## src/rtl/pc_sequencer.sv

```systemverilog
// Program-counter sequencer for the fetch stage with conditional jump, stall and a call/return stack.
// Define PC_REL_JUMP_EN to make jump/call targets PC-relative (two's-complement offset).
module pc_sequencer #(
  parameter int PC_WIDTH     = 16,
  parameter int RESET_VECTOR = 0,
  parameter int STACK_DEPTH  = 4
) (
  input  logic                clk,
  input  logic                reset,
  input  logic                stall,
  input  logic                inc,
  input  logic                jump,
  input  logic                Z,
  input  logic                call,
  input  logic                ret,
  input  logic [PC_WIDTH-1:0] jump_target,
  output logic [PC_WIDTH-1:0] pc_result,
  output logic                stack_full,
  output logic                stack_empty,
  output logic                stack_err
);

  localparam int CW = $clog2(STACK_DEPTH + 1);
  localparam logic [CW-1:0]       DEPTH_C  = CW'(STACK_DEPTH);
  localparam logic [PC_WIDTH-1:0] RESET_PC = PC_WIDTH'(RESET_VECTOR);

  logic [PC_WIDTH-1:0] pc_reg, pc_next;
  logic [CW-1:0]       count_reg, count_next;
  logic                err_reg, err_next;
  logic                push;
  logic [PC_WIDTH-1:0] target;
  logic [PC_WIDTH-1:0] ret_addr;
  logic [PC_WIDTH-1:0] top_entry;
  logic [PC_WIDTH-1:0] stack_word [STACK_DEPTH];

`ifdef PC_REL_JUMP_EN
  assign target = pc_reg + jump_target;
`else
  assign target = jump_target;
`endif

  assign ret_addr = pc_reg + PC_WIDTH'(1);

  // Entry gi is written when it is the next free slot, i.e. count == gi.
  generate
    for (genvar gi = 0; gi < STACK_DEPTH; gi++) begin : g_stack
      logic [PC_WIDTH-1:0] entry_reg;
      always_ff @(posedge clk) begin
        if (!reset && push && count_reg == CW'(gi))
          entry_reg <= ret_addr;
      end
      assign stack_word[gi] = entry_reg;
    end
  endgenerate

  always_comb begin
    top_entry = '0;
    for (int i = 0; i < STACK_DEPTH; i++) begin
      if (count_reg == CW'(i + 1))
        top_entry = stack_word[i];
    end
  end

  always_comb begin
    pc_next    = pc_reg;
    count_next = count_reg;
    err_next   = err_reg;
    push       = 1'b0;
    if (!stall) begin
      if (ret) begin
        if (count_reg != '0) begin
          pc_next    = top_entry;
          count_next = count_reg - CW'(1);
        end else begin
          err_next = 1'b1;
        end
      end else if (call) begin
        if (count_reg != DEPTH_C) begin
          push       = 1'b1;
          pc_next    = target;
          count_next = count_reg + CW'(1);
        end else begin
          err_next = 1'b1;
        end
      end else if (jump && Z) begin
        pc_next = target;
      end else if (inc) begin
        pc_next = pc_reg + PC_WIDTH'(1);
      end
    end
  end

  always_ff @(posedge clk) begin
    if (reset) begin
      pc_reg    <= RESET_PC;
      count_reg <= '0;
      err_reg   <= 1'b0;
    end else begin
      pc_reg    <= pc_next;
      count_reg <= count_next;
      err_reg   <= err_next;
    end
  end

  assign pc_result   = pc_reg;
  assign stack_full  = (count_reg == DEPTH_C);
  assign stack_empty = (count_reg == '0);
  assign stack_err   = err_reg;

endmodule

```

## config.mk

```make
export PLATFORM = sky130hd
export DESIGN_NAME = pc_sequencer
export DESIGN_NICKNAME = d
export VERILOG_FILES = /design/src/rtl/pc_sequencer.sv
export SDC_FILE = /design/constraint.sdc
export NUM_CORES = 1
export LEC_CHECK = 0
export ABC_CLOCK_PERIOD_IN_PS = 2040
export BUFFER_PORTS_ARGS = -buffer_cell sky130_fd_sc_hd__buf_2
export CAP_MARGIN = 20
export CORE_ASPECT_RATIO = 1.1
export CORE_MARGIN = 4
export CORE_UTILIZATION = 52
export CTS_CLUSTER_DIAMETER = 100
export DETAILED_ROUTE_END_ITERATION = 12
export HOLD_SLACK_MARGIN = 0.1
export PLACE_DENSITY = 0.75
export SLEW_MARGIN = 20
export SYNTH_ARGS = -nofsm -noshare
export SYNTH_HDL_FRONTEND = slang
export SYNTH_SLANG_ARGS = --single-unit
```

## constraint.sdc

```tcl
create_clock -name clk -period 2.04 [get_ports clk]
set_input_delay 0 -clock clk [delete_from_list [all_inputs] [get_ports clk]]
set_output_delay 0 -clock clk [all_outputs]
set_load 0.005 [all_outputs]
```

* After elaboration in Yosys (flattened, before gate mapping) *
Cells that the tools add are included.

cells by class
  equality and inequality tests = 9
  mux-type cells = 22
  reductions and logical operators = 15
  add/sub/neg operators = 3
  bitwise logic cells = 1

operator list
  kind                                                    count
  two-way mux 16 bit                                      10
  adder 16 x 1 -> 16 bit (second input constant)          1
  two-way mux 3 bit                                       4
  AND reduction 4 bit                                     3
  two-way mux 1 bit                                       8
  equality test 3 x 2 -> 1 bit (second input constant)    2
  logical AND 1 bit                                       6
  inequality test 2 bit (second input constant)           2
  nonzero test 2 bit                                      2
  nonzero test 4 bit                                      1
  adder 3 x 1 -> 3 bit (second input constant)            1
  equality test 3 x 1 -> 1 bit (second input constant)    1
  equality test 3 bit (second input constant)             1
  zero test 3 bit                                         1
  inequality test 3 x 1 -> 1 bit (second input constant)  1
  inequality test 3 bit (second input constant)           1
  nonzero test 3 bit                                      1
  subtractor 3 x 1 -> 3 bit (second input constant)       1
  inequality test 2 x 1 -> 1 bit (second input constant)  1
  zero test 1 bit                                         1
  NOT 1 bit                                               1

word-level totals
  word-level logic and storage cells = 57
  output and inout port bits = 19
  register bits = 84

* Logic depth before layout (Yosys ltp) *
  depth after elaboration = 7
  depth in mapped cells = 10
  gate-level depth less buffers = 8

* Worst setup path before layout *
Ideal clock, no wire load.

  path kind = register to register
  start point = register count_reg[0]
  end point = register g_stack[3].entry_reg[0] (enable)
  setup slack = -0.015 ns
  library setup time = 0.373 ns
  stages on the path, launching flop included = 6
  arrival = 1.681 ns
  path through = dfxtp_1 -> ha_1 -> ha_1 -> clkbuf_1 -> clkbuf_1 -> and4_1

on the way
  cells in the longest elaborated chain, start to end = 7
  elaborated cells on any way between the ends = 8
  those cells by class = 2 x eq/ne; 4 x mux; 2 x reduce/logical

ends and longest elaborated chain
  item                    RTL line  source
  start, declared         28        logic [CW-1:0] count_reg, count_next;
  start signal, assigned  100       count_reg <= count_next;
  inequality test 3 bit   78        if (count_reg != DEPTH_C) begin
  two-way mux 1 bit       78
  two-way mux 1 bit       77        end else if (call) begin
  two-way mux 1 bit       70        if (ret) begin
  two-way mux 1 bit       69        if (!stall) begin
  logical AND 1 bit       49        if (!reset && push && count_reg == CW'(gi))
  logical AND 1 bit *     49
  end signal, assigned    50        entry_reg <= ret_addr;
  end, declared           47        logic [PC_WIDTH-1:0] entry_reg;

Mark *: on every way between the ends. The rest lies on a longest branch, timed or not.
A chain may end at the register's enable or synchronous reset.

* Worst setup path in the final report *
  start point = register pc_reg[0] (netlist: pc_result[0])
  end point = register pc_reg[9] (netlist: pc_result[9])

on the way
  cells in the longest elaborated chain, start to end = 5

ends and longest elaborated chain
  item                    RTL line  source
  start, declared         27        logic [PC_WIDTH-1:0] pc_reg, pc_next;
  start signal, assigned  99        pc_reg <= pc_next;
  adder 16 x 1 -> 16 bit  88        pc_next = pc_reg + PC_WIDTH'(1);
  two-way mux 16 bit      87        end else if (inc) begin
  two-way mux 16 bit      85        end else if (jump && Z) begin
  two-way mux 16 bit      77
  two-way mux 16 bit      70

Every way passes these cells. The select of a mux whose other input is x is not followed.

==> out/qor.yml <==
route:
  drt_iter0_drc: 275
  num_vias: 3125
  viasPerCell: 6.13
  drtAntennaViolNets: 0
  firstDrtPassIters: 5
  drc_errors: 0
  routedWlPerCell_um: 20.3
  routed_wirelength_um: 10300
hold_path:
  hold_path_end: "pc_result[13]$_SDFFE_PP0P_"
  hold_path_class: "input pin to flop"
  min_delay_path_depth: 5
  hp-start: "jump_target[13]"
layout:
  diodes: 0
  fillers: 565
  regArea_mm2: 0.00232
  drive_gt1_share_pct: 22.4
  largest_register_ffs: 64
  syn2layout_area_growth_pct: 20.7
  instances_no_fill: 510
  nets: 451
  multi_input_area_mm2: 0.00144
setup_path:
  critPathLaunchType: "flop"
  crit_top_cell: "buf_4"
  critPathKind: "flop to flop"
  cp.required_ns: 2.31
  cp-end-kind: "flop"
  cp_top_family: "simple AND/OR/NAND/NOR gates"
  cp_num_buf_inv: 2
  cp_slowest_cell: "or4_1"
  r2r_end: "pc_result[9]$_SDFFE_PP0P_"
  cp_cell_sequence: "buf_4, nand4_1, buf_4, or4_1, a21oi_1, o21ai_0, a311oi_1"
  max_stage_delay_ns: 0.49
  crit_fanout: 7
  rr_worst_depth: 7
  crit_path_start: "pc_result[0]$_SDFFE_PP0P_"
  cp.arrival_ns: 2.21
  r2r_setup_slack_ns: 0.10
  r2r_start: "pc_result[0]$_SDFFE_PP0P_"
logic_synthesis:
  synthAdderAreaFrac_pct: 2.25
  syn_nets: 374
  yosys.area_share.xor_xnor_pct: 3.16
  ys_ff_latch: 84
  yosysTopAreaCell: "edfxtp_1"
  ys_seq_area_share_pct: 59.8
  synthSimpleGateAreaFrac_pct: 11.8
  yosys_warnings: 0
  synth_top_cells_by_count: "edfxtp_1, nor2_1, a21oi_1"
  synth_area_mm2: 0.00388
  synthCells: 343
  synth_top_family_by_area: "compound AO/OA/AOI/OAI gates"
  synth_enable_flop_cells: 64
  muxShareOfSynthArea_pct: 0
  synth_compound_area_share_pct: 19.2
  ys_top_cells_by_area: "edfxtp_1, dfxtp_1, nor2_1, a21oi_1, o21ai_0"
  yosys.cell_count.top_type: "edfxtp_1"
  async_flop_share_pct: 0
  synth_cell_types: 53
  dominantRegCellSynth: "edfxtp_1"
  syn_avg_cell_area_um2: 11.3
  synth.top_cell.area_share_pct: 49.5
sta:
  drv_slew: 0
  max_clock_freq_ghz: 0.516
  finalCriticalPeriod_ns: 1.94
  post-route-period-util_pct: 95.0
  setup_viol: 0
  tightest_slew_ns: 0.441
  tns_ns: 0
  slew_headroom_pct: 70.4
  hold_viol: 0
  fin_skew_ns: 0.00877
  layout_setup_ws_ns: 0.101
global_routing:
  grt_use_total_pct: 23.7
  grt_first_pass_wirelength_um: 16100
  use_met1_pct: 29.9
  grt_max_degree: 29
  grt_pass1_vias: 3023
  grt-busiest-layer: "met2"
  grt.met3_usage_pct: 4.27
  antenna_found_initial: 0
  grtUsageMet2_pct: 40.1
  grt-ovfl-total: 0
power_and_ir_drop:
  switching_share_pct: 28.5
  power.share.clock_pct: 27.3
  p_per_area_mw_per_mm2: 796
  ir_drop_uv: 410
  power_frac_seq_pct: 53.5
  leakagePower_nw: 1.70
  p_comb_share_pct: 19.2
  switching_power_mw: 1.07
  internal_power_mw: 2.67
cts:
  cts.sinks: 84
  clk_pin_slew_ns: 0.08
  root_buffer: "clkbuf_8"
  cts_max_level: 3
  cts_tree: "done"
  cts_max_path_buffers: 2
  clkLatencyLatePin_ns: 0.37
  numCtsBuffers: 9
job:
  cap_violations: 0
placement:
  dp_cells: 478
  hpwl_um: 6510
  preCtsSetupSlack_ns: 0.0933
  gp_congestion: 0.829
  io_buffers: 42
floorplan:
  die_w_um: 90.4
  pin_count: 43
  core_region_area_mm2: 0.00713
  row_count: 32
  dieArea_mm2: 0.00892
  die_h_um: 98.7
  start_util_pct: 54.5
status:
  status: "complete, no violations"
==> cell type report <==
class / count / area share (%)
flip-flops and latches: 84 / 49.5
multi-input cells: 227 / 30.6
repair buffers: 87 / 13.3
clock buffers: 11 / 2.80
well taps: 85 / 2.27
inverters: 11 / 0.880
clock inverters: 5 / 0.613
==> layer usage <==
| metal | vias to the layer above | part of all wire, % |
|---|---|---|
| met2 | 161 | 49 |
| met4 | 0 | 3.0 |
| li1 | 1450 | - |
| met5 | - | 0 |
| met3 | 28 | 7.5 |
| met1 | 1486 | 41 |
==> cells by family after synthesis <==
kind of cell,after synthesis
XOR/XNOR,14
AND/OR/NAND/NOR,94
buffers and inverters,32
adder cells (fa/ha/maj),7
flip-flops,84
AO/OA/AOI/OAI,112
==> worst register-to-register path: cells and delay by family (launching register included) <==
family	cells	cell delay, ns
flops	1	0.36
compound gates	3	0.56
buf+inv	2	0.35
simple gates	2	0.59
==> worst max path at each step <==
| stage | depth (start not counted) | to | slack [ns] |
|---|---|---|---|
| floorplan | 9 | pc_result[12]$_SDFFE_PP0P_ | 0.02 |
| global placement | 6 | pc_result[9]$_SDFFE_PP0P_ | 0.10 |
| detailed placement | 6 | pc_result[7]$_SDFFE_PP0P_ | 0.09 |
| CTS | 6 | pc_result[9]$_SDFFE_PP0P_ | 0.02 |
| global route | 7 | pc_result[9]$_SDFFE_PP0P_ | -0.006 |
| finish | 7 | pc_result[9]$_SDFFE_PP0P_ | 0.10 |
==> cells in the final DEF, fill, tap and decap left out, types with 2 or more instances in the layout <==
cell type	count
a311oi_1	9
nor4_1	2
buf_12	3
ha_1	7
a211o_1	2
nand4_1	2
nand3b_1	2
clkinv_1	3
nand3_1	4
buf_4	27
clkinvlp_4	2
nor2b_1	2
nand2_1	11
buf_2	42
a22oi_1	16
a21oi_1	26
edfxtp_1	64
xnor2_1	7
dlygate4sd3_1	15
inv_1	9
nor2_1	49
or3_1	4
nand3_2	2
o221ai_1	2
clkbuf_1	2
and2_1	4
clkbuf_8	9
o21ai_0	25
a211oi_1	4
clkinv_2	2
dfxtp_1	20
nor3_1	3
o31a_1	2
xor2_1	6
o211ai_1	14
o21a_1	2
==> power by group through the flow <==
stage          combinational (mW)  sequential [mW]  clock (mW)
6_report                    0.717             2.00        1.02
5_1_grt                     0.784             2.00        1.09
4_1_cts                     0.706             1.99        1.02
3_5_place_dp                0.679             2.03           0
3_3_place_gp                0.657             2.03           0
2_1_floorplan               0.395             2.03           0
==> repair_timing <==
item	4_1_cts	5_1_grt
endpoints found under the setup margin	0	12
hold endpoints to repair	15	0
hold buffers	15	0
setup buffers	0	1
resized for setup	0	4
==> per-stage QoR <==
| step | power, mW | instance area (µm²) | hold WS [ns] | utilization, % |
|---|---|---|---|---|
| after floorplan | 2.43 | 3890 | 0.177 | - |
| after global placement | 2.68 | 4360 | 0.351 | 61.1 |
| after detailed placement | 2.71 | 4360 | 0.358 | 61.1 |
| after CTS | 3.72 | 4670 | 0.106 | 65.5 |
| after global routing | 3.88 | 4690 | 0.137 | 65.8 |
| final | 3.73 | 4690 | 0.112 | 65.8 |
No activity file was read; power rests on OpenSTA's default activity.
